<file path="config.mk">
export PLATFORM = sky130hd
export DESIGN_NAME = pc_sequencer
export DESIGN_NICKNAME = d
export VERILOG_FILES = /design/src/rtl/cpu_pkg.sv /design/src/rtl/pcsum.sv /design/src/rtl/pc_sequencer.sv
export SDC_FILE = /design/constraint.sdc
export NUM_CORES = 1
export LEC_CHECK = 0
export BUFFER_PORTS_ARGS = -buffer_cell sky130_fd_sc_hd__buf_2
export CAP_MARGIN = 20
export CORE_MARGIN = 2
export CORE_UTILIZATION = 55
export DETAILED_ROUTE_END_ITERATION = 6
export GPL_TIMING_DRIVEN = 0
export MAX_ROUTING_LAYER = met4
export PLACE_DENSITY = 0.81
export SLEW_MARGIN = 20
export SYNTH_ARGS = -nofsm -noshare
export SYNTH_HDL_FRONTEND = slang
export SYNTH_SLANG_ARGS = --single-unit
</file>
<file path="constraint.sdc">
create_clock -name clk -period 3.3 [get_ports clk]
set_input_delay 0.165 -clock clk [delete_from_list [all_inputs] [get_ports clk]]
set_output_delay 0.165 -clock clk [all_outputs]
set_load 0.01 [all_outputs]
</file>
<file path="src/rtl/cpu_pkg.sv">
// Shared definitions for the fetch-side PC sequencer: FSM states, redirect
// priority ranks and the sequential increment.
package cpu_pkg;

    typedef enum logic [1:0] {
        ST_BOOT = 2'd0,
        ST_RUN  = 2'd1,
        ST_HOLD = 2'd2
    } seq_state_e;

    // Numeric order is the arbitration order: a larger rank wins.
    typedef enum logic [1:0] {
        PRI_NONE = 2'd0,
        PRI_BR   = 2'd1,
        PRI_MRET = 2'd2,
        PRI_TRAP = 2'd3
    } redir_pri_e;

    localparam logic [31:0] PC_INC = 32'd4;

endpackage

</file>
<file path="src/rtl/pcsum.sv">
// 32-bit modulo-2^32 address adder used for every PC-related sum.
module pcsum (
    input  logic [31:0] a_i,
    input  logic [31:0] b_i,
    output logic [31:0] sum_o
);

    assign sum_o = a_i + b_i;

endmodule

</file>
<file path="src/rtl/pc_sequencer.sv">
// Fetch PC sequencer: sequential advance, branch/trap/mret redirects, and
// holding a refused request stable while redirects queue in one pending slot.
module pc_sequencer
    import cpu_pkg::*;
#(
    parameter logic [31:0] RESET_VEC = 32'h0000_0000
) (
    input  logic        clk,
    input  logic        rst_n,
    input  logic        if_ready,
    output logic        if_valid,
    output logic [31:0] pc,
    input  logic        stall,
    input  logic        br_taken,
    input  logic [31:0] br_base,
    input  logic [31:0] br_offset,
    input  logic        br_jalr,
    input  logic        trap,
    input  logic [31:0] trap_vec,
    input  logic        mret,
    input  logic [31:0] mepc,
    output logic        misalign
);

    seq_state_e  state_q, state_d;
    logic [31:0] pc_q, pc_d;
    logic [31:0] pend_tgt_q, pend_tgt_d;
    logic        pend_vld_q, pend_vld_d;
    redir_pri_e  pend_pri_q, pend_pri_d;
    logic        misalign_q, misalign_d;

    logic [31:0] pc_inc;
    logic [31:0] br_sum;
    logic [31:0] br_tgt;
    logic        br_mis;
    redir_pri_e  in_pri;
    logic [31:0] in_tgt;
    logic        mrg_vld;
    logic [31:0] mrg_tgt;
    redir_pri_e  mrg_pri;

    pcsum u_seq_add (
        .a_i   (pc_q),
        .b_i   (PC_INC),
        .sum_o (pc_inc)
    );

    pcsum u_br_add (
        .a_i   (br_base),
        .b_i   (br_offset),
        .sum_o (br_sum)
    );

    // Arbitrate this cycle's redirect, then fold it into the pending slot.
    always_comb begin
        br_tgt = br_jalr ? {br_sum[31:1], 1'b0} : br_sum;
        br_mis = (br_tgt[1:0] != 2'b00);
        in_pri = PRI_NONE;
        in_tgt = pc_q;
        if (trap) begin
            in_pri = PRI_TRAP;
            in_tgt = trap_vec;
        end else if (mret) begin
            in_pri = PRI_MRET;
            in_tgt = mepc;
        end else if (br_taken) begin
            in_pri = PRI_BR;
            in_tgt = br_mis ? trap_vec : br_tgt;
        end

        mrg_vld = pend_vld_q;
        mrg_tgt = pend_tgt_q;
        mrg_pri = pend_pri_q;
        if ((in_pri != PRI_NONE) && (!pend_vld_q || (in_pri >= pend_pri_q))) begin
            mrg_vld = 1'b1;
            mrg_tgt = in_tgt;
            mrg_pri = in_pri;
        end
    end

    always_comb begin
        state_d    = state_q;
        pc_d       = pc_q;
        pend_tgt_d = pend_tgt_q;
        pend_vld_d = pend_vld_q;
        pend_pri_d = pend_pri_q;
        misalign_d = 1'b0;
        if_valid   = 1'b0;
        case (state_q)
            ST_BOOT: begin
                pc_d       = RESET_VEC;
                pend_vld_d = 1'b0;
                pend_pri_d = PRI_NONE;
                state_d    = ST_RUN;
            end
            ST_RUN: begin
                if_valid   = 1'b1;
                misalign_d = (in_pri == PRI_BR) && br_mis;
                if (in_pri != PRI_NONE) begin
                    pc_d = in_tgt;
                end else if (!if_ready) begin
                    state_d = ST_HOLD;
                end else if (!stall) begin
                    pc_d = pc_inc;
                end
            end
            ST_HOLD: begin
                if_valid   = 1'b1;
                misalign_d = (in_pri == PRI_BR) && br_mis;
                if (if_ready) begin
                    pc_d       = mrg_vld ? mrg_tgt : (stall ? pc_q : pc_inc);
                    pend_vld_d = 1'b0;
                    pend_pri_d = PRI_NONE;
                    state_d    = ST_RUN;
                end else begin
                    pend_vld_d = mrg_vld;
                    pend_tgt_d = mrg_tgt;
                    pend_pri_d = mrg_pri;
                end
            end
            default: state_d = ST_BOOT;
        endcase
    end

    always_ff @(posedge clk or negedge rst_n) begin
        if (!rst_n) begin
            state_q    <= ST_BOOT;
            pc_q       <= RESET_VEC;
            pend_tgt_q <= RESET_VEC;
            pend_vld_q <= 1'b0;
            pend_pri_q <= PRI_NONE;
            misalign_q <= 1'b0;
        end else begin
            state_q    <= state_d;
            pc_q       <= pc_d;
            pend_tgt_q <= pend_tgt_d;
            pend_vld_q <= pend_vld_d;
            pend_pri_q <= pend_pri_d;
            misalign_q <= misalign_d;
        end
    end

    assign pc       = pc_q;
    assign misalign = misalign_q;

endmodule

</file>
* Yosys cells after proc, flatten, opt, wreduce, memory -nomap -nowiden
Cells that the tools add are included.
** Word-level totals
- Bits in registers :: 70
- Logic and storage cells :: 59
- Output and inout bits :: 34
** Cells by class
- Multiplexer cells :: 27
- Reductions and logical operators :: 14
- Magnitude comparators :: 1
- Equal/unequal tests :: 8
- Bitwise gates (word level) :: 1
- Add/subtract/negate cells :: 2
** Operator list (count)
- $mux 32 :: 10
- $pmux 32 s3 :: 1
- $add 32x3->32 const B :: 1
- $add 32x32->32 :: 1
- $mux 2 :: 7
- $mux 1 :: 6
- $ne 2x2->1 const B :: 3
- $ne 3x3->1 const B :: 2
- $pmux 2 s3 :: 1
- $reduce_and 3->1 :: 2
- $reduce_bool 2->1 :: 3
- $eq 2x1->1 const B :: 2
- $pmux 2 s2 :: 1
- $reduce_and 2->1 :: 2
- $reduce_bool 3->1 :: 1
- $eq 2x2->1 const B :: 1
- $ge 2x2->1 :: 1
- $logic_and 1x1->1 :: 2
- $logic_not 2->1 :: 1
- $pmux 1 s2 :: 1
- $reduce_or 2->1 :: 1
- $logic_not 1->1 :: 1
- $logic_or 1x1->1 :: 1
- $not 1->1 :: 1

* Logic depth before layout (Yosys ltp)
Gate-level depths: netlist of run 1.
- Word-level depth :: 11
- Gate-level depth with buffers :: 15
- Mapped depth without buffers :: 12

* By module
A second synthesis of run 1 with hierarchy kept.
** Unflattened totals
- Cells, all modules :: 1053
- Area total of the unflattened synthesis :: 8298.0 µm²
** By module, submodules not included
- pc_sequencer :: cells each 581, area each 4859.7 µm², instances 1
- pcsum at u_seq_add :: cells each 236, area each 1725.4 µm², instances 1
- pcsum at u_br_add :: cells each 236, area each 1712.9 µm², instances 1

* Least setup slack after synthesis of run 1
OpenSTA, ideal clock, no wires.
- Kind :: input to register
- Start point :: input br_base[1]
- End point :: register pend_tgt_q[27]
- Library setup time :: 137 ps
- Stages :: 10
- Arrival :: 2626 ps
- Buffers on the path :: 0
- Path slack :: 537 ps
- Path through :: ha_1 > a211o_1 > a2111o_1 > a41o_4 > o21ai_4 > o31a_4 > o21ai_4 > or4_1 > a311oi_1 > o31ai_1
** On the way
- Word-level cells in the longest chain between the ends :: 7
** Ends and longest elaborated chain
- start, declared :: line pc_sequencer.sv:15 : input logic [31:0] br_base,
- $add 32x32->32 (*) :: line pcsum.sv:8 : assign sum_o = a_i + b_i;
- $reduce_bool 2->1 :: line pc_sequencer.sv:57 : br_mis = (br_tgt[1:0] != 2'b00);
- $mux 32 (*) :: line pc_sequencer.sv:68 : in_tgt = br_mis ? trap_vec : br_tgt;
- $mux 32 (*) :: line pc_sequencer.sv:66 : end else if (br_taken) begin
- $mux 32 (*) :: line pc_sequencer.sv:63 : end else if (mret) begin
- $mux 32 (*) :: line pc_sequencer.sv:60 : if (trap) begin
- $mux 32 (*) :: line pc_sequencer.sv:74 : if ((in_pri != PRI_NONE) && (!pend_vld_q || (in_pri >= pend_pri_q))) begin
- end signal, assigned :: line pc_sequencer.sv:136 : pend_tgt_q <= pend_tgt_d;
- end, declared :: line pc_sequencer.sv:27 : logic [31:0] pend_tgt_q, pend_tgt_d;
Every way passes the cells marked *; elsewhere a longest branch is shown, timed or not.
A chain may end at the register's enable or synchronous reset.

* Worst setup path in the final report of run 1
- Start point :: input br_base[0]
- End point :: register pc_q[17] (netlist: pc[17])
** On the way
- Word-level cells in the longest chain between the ends :: 11
** Ends and longest elaborated chain
- $add 32x32->32 (*) :: line pcsum.sv:8
- $mux 1 :: line pc_sequencer.sv:56 : br_tgt = br_jalr ? {br_sum[31:1], 1'b0} : br_sum;
- $reduce_bool 2->1 :: line pc_sequencer.sv:57
- $mux 32 (*) :: line pc_sequencer.sv:68
- $mux 32 (*) :: line pc_sequencer.sv:66
- $mux 32 (*) :: line pc_sequencer.sv:63
- $mux 32 (*) :: line pc_sequencer.sv:60
- $mux 32 :: line pc_sequencer.sv:74
- $mux 32 :: line pc_sequencer.sv:111 : pc_d = mrg_vld ? mrg_tgt : (stall ? pc_q : pc_inc);
- $mux 32 :: line pc_sequencer.sv:110 : if (if_ready) begin
- $pmux 32 s3 (*) :: line pc_sequencer.sv:89 : case (state_q)
- end signal, assigned :: line pc_sequencer.sv:135 : pc_q <= pc_d;
- end, declared :: line pc_sequencer.sv:26 : logic [31:0] pc_q, pc_d;
Every way passes the cells marked *; elsewhere a longest branch is shown, timed or not. The select of a mux whose other input is x is not followed.

==> results of run 1 <==
-- per-layer routing --
metal / up-vias / wire [um]
met5: - / 0
met4: 0 / 1570
met3: 153 / 3740
met2: 697 / 12300
met1: 3884 / 10600
li1: 3953 / -
-- path summary, 6_finish.rpt --
check                                             endpoint  cells past startpoint
worst min-delay path            pend_tgt_q[31]$_DFFE_PN0P_                      3
worst min register to register   pend_tgt_q[4]$_DFFE_PN0P_                      2
max in group asynchronous       pend_tgt_q[12]$_DFFE_PN0P_                      3
worst max register to register          pc[26]$_DFFE_PN0P_                     10
min in group asynchronous           state_q[1]$_DFFE_PN0P_                      2
worst max-delay path                    pc[17]$_DFFE_PN0P_                     10
-- area by class of cell --
| class | count | share of cell area (%) |
|---|---|---|
| multi-input cells | 792 | 58.3 |
| flip-flops and latches | 70 | 20.9 |
| repair buffers | 172 | 10.6 |
| plain buffers | 67 | 3.16 |
| clock buffers | 11 | 2.89 |
| well taps | 172 | 2.56 |
| inverters | 29 | 1.34 |
| clock inverters | 5 | 0.298 |
-- power by group --
part | switching (W) | internal (W) | total (W)
clock network | 0.000362 | 0.000522 | 0.000884
registers | 0.000451 | 0.00118 | 0.00163
logic | 0.00141 | 0.000818 | 0.00223
-- what timing repair did --
| action | CTS | global route |
|---|---|---|
| resized for setup | 6 | 16 |
| endpoints found under the hold margin | 32 | 0 |
| setup endpoints to repair | 44 | 43 |
| buffers inserted | 0 | 3 |
| hold buffers | 1 | 0 |
-- worst max-delay path, stage by stage --
cell,delay [ns]
buf_2,0.10
ha_1,0.23
inv_1,0.09
fa_1,0.45
o21ai_0,0.33
clkbuf_1,0.50
clkbuf_1,0.54
a21oi_1,0.13
o221ai_1,0.52
o221ai_1,0.18
-- sequential cells by signal (all words and copies together) (netlist names) --
name,count
misalign,1
pc,32
pend_pri_q,2
pend_tgt_q,32
pend_vld_q,1
state_q,2
-- cell families after synthesis --
group	after synthesis	synth area share [%]
compound gates	385	35.3
simple gates	316	20.5
buf+inv	97	5.20
flops	70	25.0
fa+ha+maj	39	7.08
xor+xnor	38	4.76
mux	14	2.15
-- Yosys cell counts, types with 4 or more instances --
cell type	n
a31oi_1	24
a311oi_1	5
o31ai_1	12
a222oi_1	5
o21ai_0	59
xnor2_1	21
a21oi_1	112
ha_1	38
buf_1	10
o2111ai_1	6
o21bai_1	7
a221oi_1	14
nor2_1	76
nand3_1	27
a22oi_1	10
a22o_1	4
and2_1	4
o22ai_1	11
inv_1	27
nand2_1	125
a211oi_1	6
nand4_1	18
mux2_2	5
nor2b_1	10
mux2i_1	6
and3_1	13
nor3_1	21
o221ai_1	9
a21o_1	13
o211ai_1	15
o21ai_1	38
dfrtp_1	70
clkbuf_1	58
nand2b_1	5
o21a_1	8
xor2_1	17
-- layout by cell type (no fill, tap or decap), types with 9 or more instances in the layout --
cell,count
nand3_1,27
a21oi_1,111
o221ai_1,9
o31ai_1,12
dfrtp_1,70
clkbuf_2,11
inv_1,26
nand4_1,18
buf_2,166
a22oi_1,10
nor3_1,20
o21ai_0,59
o22ai_1,11
o21ai_1,38
xor2_1,17
nand2_1,125
o211ai_1,15
buf_1,10
a21o_1,13
clkbuf_1,47
nor2_1,74
and3_1,13
xnor2_1,21
nor2b_1,10
ha_1,38
a221oi_1,14
clkbuf_16,9
a31oi_1,24
-- stage by stage --
step | cells | area [um^2] | power [W] | worst slack (ns) | utilization [%]
2_1_floorplan | 959 | 7000 | 0.00285 | 0.537 | -
3_3_place_gp | 1298 | 8050 | 0.00369 | -0.624 | 64.3
3_5_place_dp | 1299 | 8070 | 0.00374 | -0.664 | 64.5
4_1_cts | 1315 | 8350 | 0.00463 | 0.0289 | 66.7
5_1_grt | 1318 | 8400 | 0.00499 | 0.0553 | 67.1
6_report | 1318 | 8400 | 0.00474 | 0.250 | 67.1
==> run_results.csv, run 1 <==
group,metric,value,unit
run_status,outcome,"complete, but fails checks",
run_status,violations,"design-rule violations",
logic_synthesis,yosys_warnings,0,
routing,drt_wl_total,28200,um
global_routing,grt_use_met1,53.8,%
setup_path,r2r-start,"pc[2]$_DFFE_PN0P_",
routing,avgRoutedWirePerCell,21.4,um
logic_synthesis,yosys.cell_types.count,68,
timing,drv_slew,0,
global_routing,met2_usage,63.7,%
timing,finalCriticalPeriod,3.05,ns
logic_synthesis,synth_top_area_share,25.0,%
global_routing,grt.overflow.total,0,
logic_synthesis,synth_area,7000,um^2
timing,tns,0,ns
setup_path,r2r_slack,0.26,ns
logic_synthesis,yosysSeqAreaShare,25.0,%
timing,hold_viol_final,0,
final_layout,antenna_cells,0,
cts,clk_pin_slew,0.06,ns
global_routing,track_usage,42.7,%
die,initial_core_util,55.9,%
timing,finalSetupViolCount,0,
final_layout,nFillCells,1192,
routing,drc,1,
routing,first_iter_violations,1536,
global_routing,use_met3,11.5,%
cts,cts_num_sinks,70,
logic_synthesis,synth_largest_area_cell,"dfrtp_1",
logic_synthesis,synth_edf_count,0,
global_routing,antenna_found_initial,0,
routing,vias,8687,
cts,clock_path_buffers,2,
global_routing,grt_max_degree,39,
timing,tightest_slew,0.812,ns
logic_synthesis,synth_flop_cell,"dfrtp_1",
die,dieArea,13600,um^2
cts,cts_tree,"yes",
logic_synthesis,syn_inst,959,
cts,cts_buffers,9,
timing,fmax,328,MHz
routing,via_per_inst,6.59,
worst_hold_path,min_path_type,"in2reg",
die,io_pins,170,
cts,htree_levels,3,
place,io_buffers,167,
setup_path,cp_max_fo,10,
global_routing,grt_pass1_wl,43300,um
final_layout,drive_gt1_share,18.8,%
setup_path,arrival,3.24,ns
final_layout,multi_input_area,4890,um^2
timing,rsz0062_at_grt,"no",
setup_path,start_kind,"input pin",
place,hpwl,21800,um
cts,cts_root_buffer,"clkbuf_16",
pwr,p_leak,3.82,nW
logic_synthesis,ys_async_sr_fraction,100,%
final_layout,synthToLayoutAreaGrowth,20.0,%
final_layout,num-nets-final,1316,
die,core,12500,um^2
final_layout,ff_latch_area,1750,um^2
place,place.gp.congestion,1.03,
setup_path,crit_type,"in2reg",
die,rows,41,
timing,timing.final.crit_share,92.4,%
timing,maxSlewHeadroom,45.3,%
global_routing,busiest_layer,"met2",
pwr,powerDensity,565,nW/um^2
routing,first_pass_iters,7,
logic_synthesis,synthTopCellsByArea,"dfrtp_1 (25%), a21oi_1 (8.0%), ha_1 (6.8%)",
setup_path,startpoint,"br_base[0]",
timing,fin_worst_skew,0.00450,ns
pwr,ir_worst_vdd,0.281,mV
setup_path,required,3.49,ns
die,die_y,117,um
routing,final_antenna_net_count,0,
logic_synthesis,syn-num-nets,1134,
setup_path,end_kind,"flip-flop",
global_routing,grt_pass1_vias,8088,
cts,clk_latency,0.34,ns
timing,whs,0.196,ns
flow_run,max-cap-violations,0,
logic_synthesis,avgSynthCellArea,7.29,um^2
worst_hold_path,hp-start,"trap_vec[31]",
logic_synthesis,ys_ff_latch,70,
die,die_x,117,um
(Power assumes the default switching activity.)
==> run 2, diff against run 1 <==
PLACE_DENSITY = 0.79   (was 0.81)
SYNTH_HIERARCHICAL = 1   (was default)
==> run 2 against run 1 <==
The run still ends with design-rule violations left. Highest routed layer unchanged. Sequential share of layout area down 3.2 points. Routed wire length up 3.5%. Critical path depth up 2. Cell area up 18%. Largest cell class unchanged. Area after synthesis up 19%. Register-to-register slack worse by 0.12 ns. Via count up 8.9%. Clock power up 19%. Synthesized cell count up 9.8%. Core utilization up 0.49 points. Setup slack worse by 0.11 ns. Global-route usage down 6.2 points. Critical path type is now reg2reg.
==> run_results.csv, run 2 <==
group,metric,value,unit
run_status,outcome,"complete, but fails checks",
run_status,violations,"design-rule violations",
die,dieArea,16100,um^2
timing,fin_worst_skew,0.00890,ns
logic_synthesis,yosys_warnings,6,
final_layout,num-nets-final,1470,
setup_path,arrival,3.37,ns
setup_path,cp_max_fo,5,
routing,first_pass_iters,7,
routing,via_per_inst,6.51,
global_routing,grt_pass1_vias,8742,
die,die_x,127,um
cts,clk_latency,0.34,ns
pwr,pwr-share-seq,28.2,%
timing,finalCriticalPeriod,3.16,ns
place,hpwl,23200,um
routing,drt_wl_total,29200,um
logic_synthesis,yosysSeqAreaShare,21.1,%
timing,whs,0.124,ns
die,die_y,127,um
final_layout,drive_gt1_share,19.6,%
cts,cts_root_buffer,"clkbuf_16",
routing,drc,1,
setup_path,crit_type,"reg2reg",
timing,hold_viol_final,0,
pwr,switchingPower,0.00283,W
logic_synthesis,synth_top_area_share,21.1,%
global_routing,antenna_found_initial,2,
routing,first_iter_violations,1160,
routing,vias,9461,
pwr,p_int,0.00327,W
global_routing,grt.overflow.total,0,
timing,maxSlewHeadroom,47.2,%
pwr,ir_worst_vdd,0.310,mV
logic_synthesis,syn_inst,1053,
setup_path,end_kind,"flip-flop",
logic_synthesis,synth_flop_cell,"dfrtp_1",
setup_path,start_kind,"flip-flop",
pwr,pwr-share-clk,17.3,%
final_layout,layout_commonest_cell,"buf_2",
die,rows,44,
logic_synthesis,yosys.cell_types.count,69,
final_layout,synthToLayoutAreaGrowth,19.3,%
routing,final_antenna_net_count,0,
logic_synthesis,avgSynthCellArea,7.88,um^2
logic_synthesis,synthTopCellsByArea,"dfrtp_1 (21%), ha_1 (10%), a21oi_1 (5.3%)",
pwr,powerDensity,616,nW/um^2
cts,cts_num_sinks,70,
global_routing,track_usage,36.6,%
final_layout,layout_common_cells,"buf_2 (184), nand2_1 (103), a21oi_1 (88)",
timing,drv_slew,0,
logic_synthesis,ys_async_sr_fraction,100,%
pwr,p_leak,4.72,nW
logic_synthesis,ys_ff_latch,70,
cts,cts_buffers,9,
timing,tightest_slew,0.793,ns
global_routing,grt_max_degree,58,
die,core,14600,um^2
flow_run,max-cap-violations,0,
cts,cts_tree,"yes",
cts,clk_pin_slew,0.06,ns
place,io_buffers,166,
logic_synthesis,synth_area,8300,um^2
cts,clock_path_buffers,2,
setup_path,required,3.50,ns
logic_synthesis,synth_edf_count,0,
cts,htree_levels,3,
timing,finalSetupViolCount,0,
logic_synthesis,post-synth-top-count-cell,"nand2_1",
place,place.gp.congestion,0.973,
timing,timing.final.crit_share,95.9,%
timing,tns,0,ns
pwr,combPwrFrac,54.5,%
logic_synthesis,synth_common_cells,"nand2_1 (103), a21oi_1 (88), dfrtp_1 (70)",
logic_synthesis,synth_largest_area_cell,"dfrtp_1",
die,io_pins,170,
timing,fmax,316,MHz
global_routing,grt_pass1_wl,45500,um
pwr,power_switching_share,46.4,%
timing,rsz0062_at_grt,"no",
die,initial_core_util,56.7,%
worst_hold_path,min_path_type,"in2reg",
routing,avgRoutedWirePerCell,20.1,um
[run 2: changes by cell type in the layout (fill, tap and decap cells not counted), moves of 15 or more]
cell       delta
ha_1         +27
xnor2_1      +15
buf_2        +18
conb_1       +33
o2bb2ai_1    +28
a222oi_1     +23
nor2_1       -22
mux2i_1      +26
inv_1        +26
o22ai_1      +49
nand2_1      -22
a21oi_1      -23
[run 2: cells by family (layout without fill, tap and decap cells)]
family | after synthesis | in the layout | synth area share (%)
adder cells (fa/ha/maj) | 70 | 70 | 10.7
XOR/XNOR | 60 | 60 | 6.33
AND/OR/NAND/NOR | 233 | 233 | 13.0
flip-flops | 70 | 70 | 21.1
other | 2 | 35 | 0.0905
multiplexers | 35 | 35 | 4.27
AO/OA/AOI/OAI | 449 | 449 | 37.2
buffers and inverters | 134 | 318 | 7.27
[run 2: layout make-up]
class                      instances  area [um^2]
clock inverter                     4         70.1
buffer                            82          408
fill                            1341         4750
sequential                        70         1750
antenna                            2         5.00
tap                              184          230
multi-input combinational        880         6100
clock buffer                      11          253
inverter                          52          195
timing repair buffer             169          878
[run 2: power by group through the flow]
| stage | registers [W] | logic (W) | clock network [W] |
|---|---|---|---|
| final | 0.00172 | 0.00332 | 0.00105 |
| after floorplan | 0.00157 | 0.00226 | 0 |
| after global placement | 0.00167 | 0.00308 | 0 |
| after global routing | 0.00175 | 0.00365 | 0.00109 |
| after CTS | 0.00168 | 0.00317 | 0.00105 |
| after detailed placement | 0.00169 | 0.00313 | 0 |
[run 2: routing by layer]
layer	vias to the layer above	global-route usage (%)	routed length, um
li1	4410	-	-
met1	4411	46.3	11700
met2	543	59.8	13700
met3	97	5.86	2830
met4	0	12.4	971
met5	-	-	0
[run 2: worst max-delay path: stages (launching register included)]
cell and delay [ns]:
dfrtp_1 0.52, ha_4 0.32, and3_1 0.21, a221oi_4 0.32, o211ai_4 0.18, a31o_2 0.31, nor2b_4 0.13, a311oi_2 0.27
xnor2_1 0.12, mux2i_1 0.24, o2bb2ai_1 0.09, a222oi_1 0.21, o21ai_1 0.10
[run 2: timing repair]
action	4_1_cts	5_1_grt
resized for setup	1	6
endpoints found under the hold margin	13	0
setup buffers	0	1
hold buffers	1	0
endpoints found under the setup margin	1	9
pin swaps	0	1
[run 2: final timing paths]
| path | endpoint | slack (ns) | cells past startpoint | startpoint |
|---|---|---|---|---|
| min | state_q[1]$_DFFE_PN0P_ | 0.12 | 2 | if_ready |
| max reg2reg | pc[16]$_DFFE_PN0P_ | 0.14 | 12 | pc[3]$_DFFE_PN0P_ |
| max in group asynchronous | pc[7]$_DFFE_PN0P_ | 2.51 | 3 | rst_n |
| min reg2reg | pend_tgt_q[1]$_DFFE_PN0P_ | 0.49 | 2 | pend_tgt_q[1]$_DFFE_PN0P_ |
| min in group asynchronous | misalign$_DFF_PN0_ | 0.23 | 2 | rst_n |
| max | pc[16]$_DFFE_PN0P_ | 0.14 | 12 | pc[3]$_DFFE_PN0P_ |
[run 2: stage by stage]
step	setup WS [ns]	instance area, um^2	utilization [%]	instances	total power, W
3_3_place_gp	0.0222	9480	64.7	1434	0.00475
2_1_floorplan	0.468	8410	-	1084	0.00383
5_1_grt	0.0426	9900	67.6	1454	0.00650
3_5_place_dp	-0.0741	9510	64.9	1435	0.00482
4_1_cts	0.0614	9840	67.2	1451	0.00590
6_report	0.136	9900	67.6	1454	0.00610
==> run 3, diff against run 2 <==
clock period = 3 ns   (was 3.3 ns; I/O delays follow)
==> run 3 against run 2 <==
Critical path type unchanged. Routed wire length grew 1.5%. Combinational power increased by 16%. Non-clock buffer count is 6 higher. Setup slack worse by 0.063 ns. Core utilization rose by 1.1 points. The flow now finishes without violations. Register-to-register slack worse by 0.06 ns. Global-route usage rose by 0.10 points. Clock power rose by 10%.
==> run_results.csv, run 3 (synthesis gave the netlist of run 2 again) <==
group,metric,value,unit
setup_path,r2r-start,"pc[4]$_DFFE_PN0P_",
timing,fmax,342,MHz
setup_path,crit_type,"reg2reg",
setup_path,r2r_end,"pc[16]$_DFFE_PN0P_",
routing,avgRoutedWirePerCell,20.3,um
setup_path,start_kind,"flip-flop",
cts,clock_path_buffers,2,
timing,worst_slack,0.0725,ns
place,hpwl,23200,um
global_routing,antenna_found_initial,2,
pwr,powerDensity,684,nW/um^2
pwr,pwr-share-seq,27.2,%
place,post-place-ws,-0.374,ns
routing,via_per_inst,6.56,
pwr,p_leak,4.73,nW
timing,fin_worst_skew,0.00994,ns
place,place.gp.congestion,0.973,
pwr,power_switching_share,46.3,%
timing,finalCriticalPeriod,2.93,ns
worst_hold_path,hold_depth,2,
final_layout,drive_gt1_share,22.1,%
timing,maxSlewHeadroom,46.5,%
cts,cts_tree,"yes",
global_routing,grt.overflow.total,0,
routing,final_antenna_net_count,0,
pwr,switchingPower,0.00318,W
timing,rsz0062_at_grt,"yes",
cts,htree_levels,3,
setup_path,cp_max_fo,5,
worst_hold_path,hold_path_end,"state_q[1]$_DFFE_PN0P_",
place,io_buffers,166,
timing,timing.final.crit_share,97.6,%
pwr,ir_worst_vdd,0.331,mV
cts,cts_num_sinks,70,
routing,drc,0,
setup_path,required,3.20,ns
setup_path,arrival,3.13,ns
flow_run,max-cap-violations,0,
timing,tightest_slew,0.802,ns
worst_hold_path,hp-start,"if_ready",
pwr,p_int,0.00369,W
cts,clk_latency,0.34,ns
setup_path,r2r_slack,0.07,ns
die,io_pins,170,
cts,cts_buffers,9,
pwr,combPwrFrac,56.0,%
routing,first_iter_violations,1197,
final_layout,num-nets-final,1476,
global_routing,grt_pass1_vias,8788,
place,placed_cells,1435,
setup_path,rr_worst_depth,12,
final_layout,instances_no_fill,1460,
pwr,pwr-share-clk,16.9,%
timing,drv_slew,0,
cts,clk_pin_slew,0.06,ns
final_layout,synthToLayoutAreaGrowth,21.2,%
die,die_y,127,um
global_routing,grt_pass1_wl,45600,um
final_layout,layout_common_cells,"buf_2 (183), nand2_1 (103), a21oi_1 (86)",
die,die_x,127,um
routing,drt_wl_total,29700,um
die,dieArea,16100,um^2
global_routing,grt_max_degree,58,
routing,vias,9581,
cts,cts_root_buffer,"clkbuf_16",
run_status,outcome,"complete, no violations",
timing,whs,0.117,ns
setup_path,end_kind,"flip-flop",
final_layout,nFillCells,1317,
global_routing,track_usage,36.7,%
final_layout,layout_commonest_cell,"buf_2",
worst_hold_path,min_path_type,"in2reg",
die,rows,44,
routing,first_pass_iters,6,
die,core,14600,um^2
die,initial_core_util,56.7,%
timing,hold_viol_final,0,
timing,finalSetupViolCount,0,
-- run 3: timing repair --
action / in CTS / in global routing
buffers inserted: 2 / 8
pin swaps: 1 / 10
endpoints found under the hold margin: 50 / 0
hold buffers: 1 / 0
gates resized for setup: 11 / 26
endpoints found under the setup margin: 10 / 30
-- run 3: metal layers --
layer	share of wire (%)	track usage (%)	routed length, um	vias up
met1	40	46.3	11800	4496
li1	-	-	-	4422
met4	3.4	12.3	998	0
met3	9.5	5.86	2820	95
met5	0	-	0	-
met2	47	60.1	14100	568
-- run 3: power groups by stage --
stage               Sequential [W]  Combinational, W  Clock, W
floorplan                  0.00172           0.00249         0
global placement           0.00184           0.00338         0
detailed placement         0.00186           0.00344         0
CTS                        0.00186           0.00354   0.00115
global route               0.00190           0.00420   0.00120
finish                     0.00187           0.00385   0.00116
-- run 3: worst max path at each step --
stage                      startpoint                 end  slack (ns)  cells past startpoint
floorplan           pc[3]$_DFFE_PN0P_  pc[18]$_DFFE_PN0P_        0.17                     12
global placement    pc[3]$_DFFE_PN0P_  pc[31]$_DFFE_PN0P_       -0.28                     11
detailed placement  pc[3]$_DFFE_PN0P_  pc[31]$_DFFE_PN0P_       -0.37                     11
CTS                 pc[2]$_DFFE_PN0P_  pc[16]$_DFFE_PN0P_       0.005                     12
global route        pc[8]$_DFFE_PN0P_  pc[21]$_DFFE_PN0P_       -0.05                     12
finish              pc[4]$_DFFE_PN0P_  pc[16]$_DFFE_PN0P_        0.07                     12
-- run 3: layout make-up --
type                    instances  area [um^2]  area share, %
multi-input cells             880         6200           61.7
flip-flops and latches         70         1760           17.5
repair buffers                178          946           9.41
plain buffers                  79          395           3.93
clock buffers                  11          253           2.51
well taps                     184          230           2.29
inverters                      52          195           1.94
clock inverters                 4         70.1          0.697
diodes                          2         5.00         0.0498
-- run 3: per-stage QoR --
stage	cell area (um^2)	TNS, ns	util [%]	power [W]
2_1_floorplan	8410	0	-	0.00421
3_3_place_gp	9480	-2.56	64.7	0.00522
3_5_place_dp	9510	-2.49	64.9	0.00530
4_1_cts	9910	0	67.7	0.00655
5_1_grt	10100	-0.109	68.7	0.00731
6_report	10100	0	68.7	0.00688
-- run 3: critical path, cell delays in order (launching register included) --
cell and delay, ns:
dfrtp_2 0.45, ha_4 0.25, and3_4 0.18, a221oi_4 0.31
o211ai_4 0.16, a31o_4 0.27, nor2b_4 0.12, a311oi_2 0.25
xnor2_1 0.13, mux2i_1 0.24, o2bb2ai_1 0.09, a222oi_1 0.24
o21ai_1 0.10
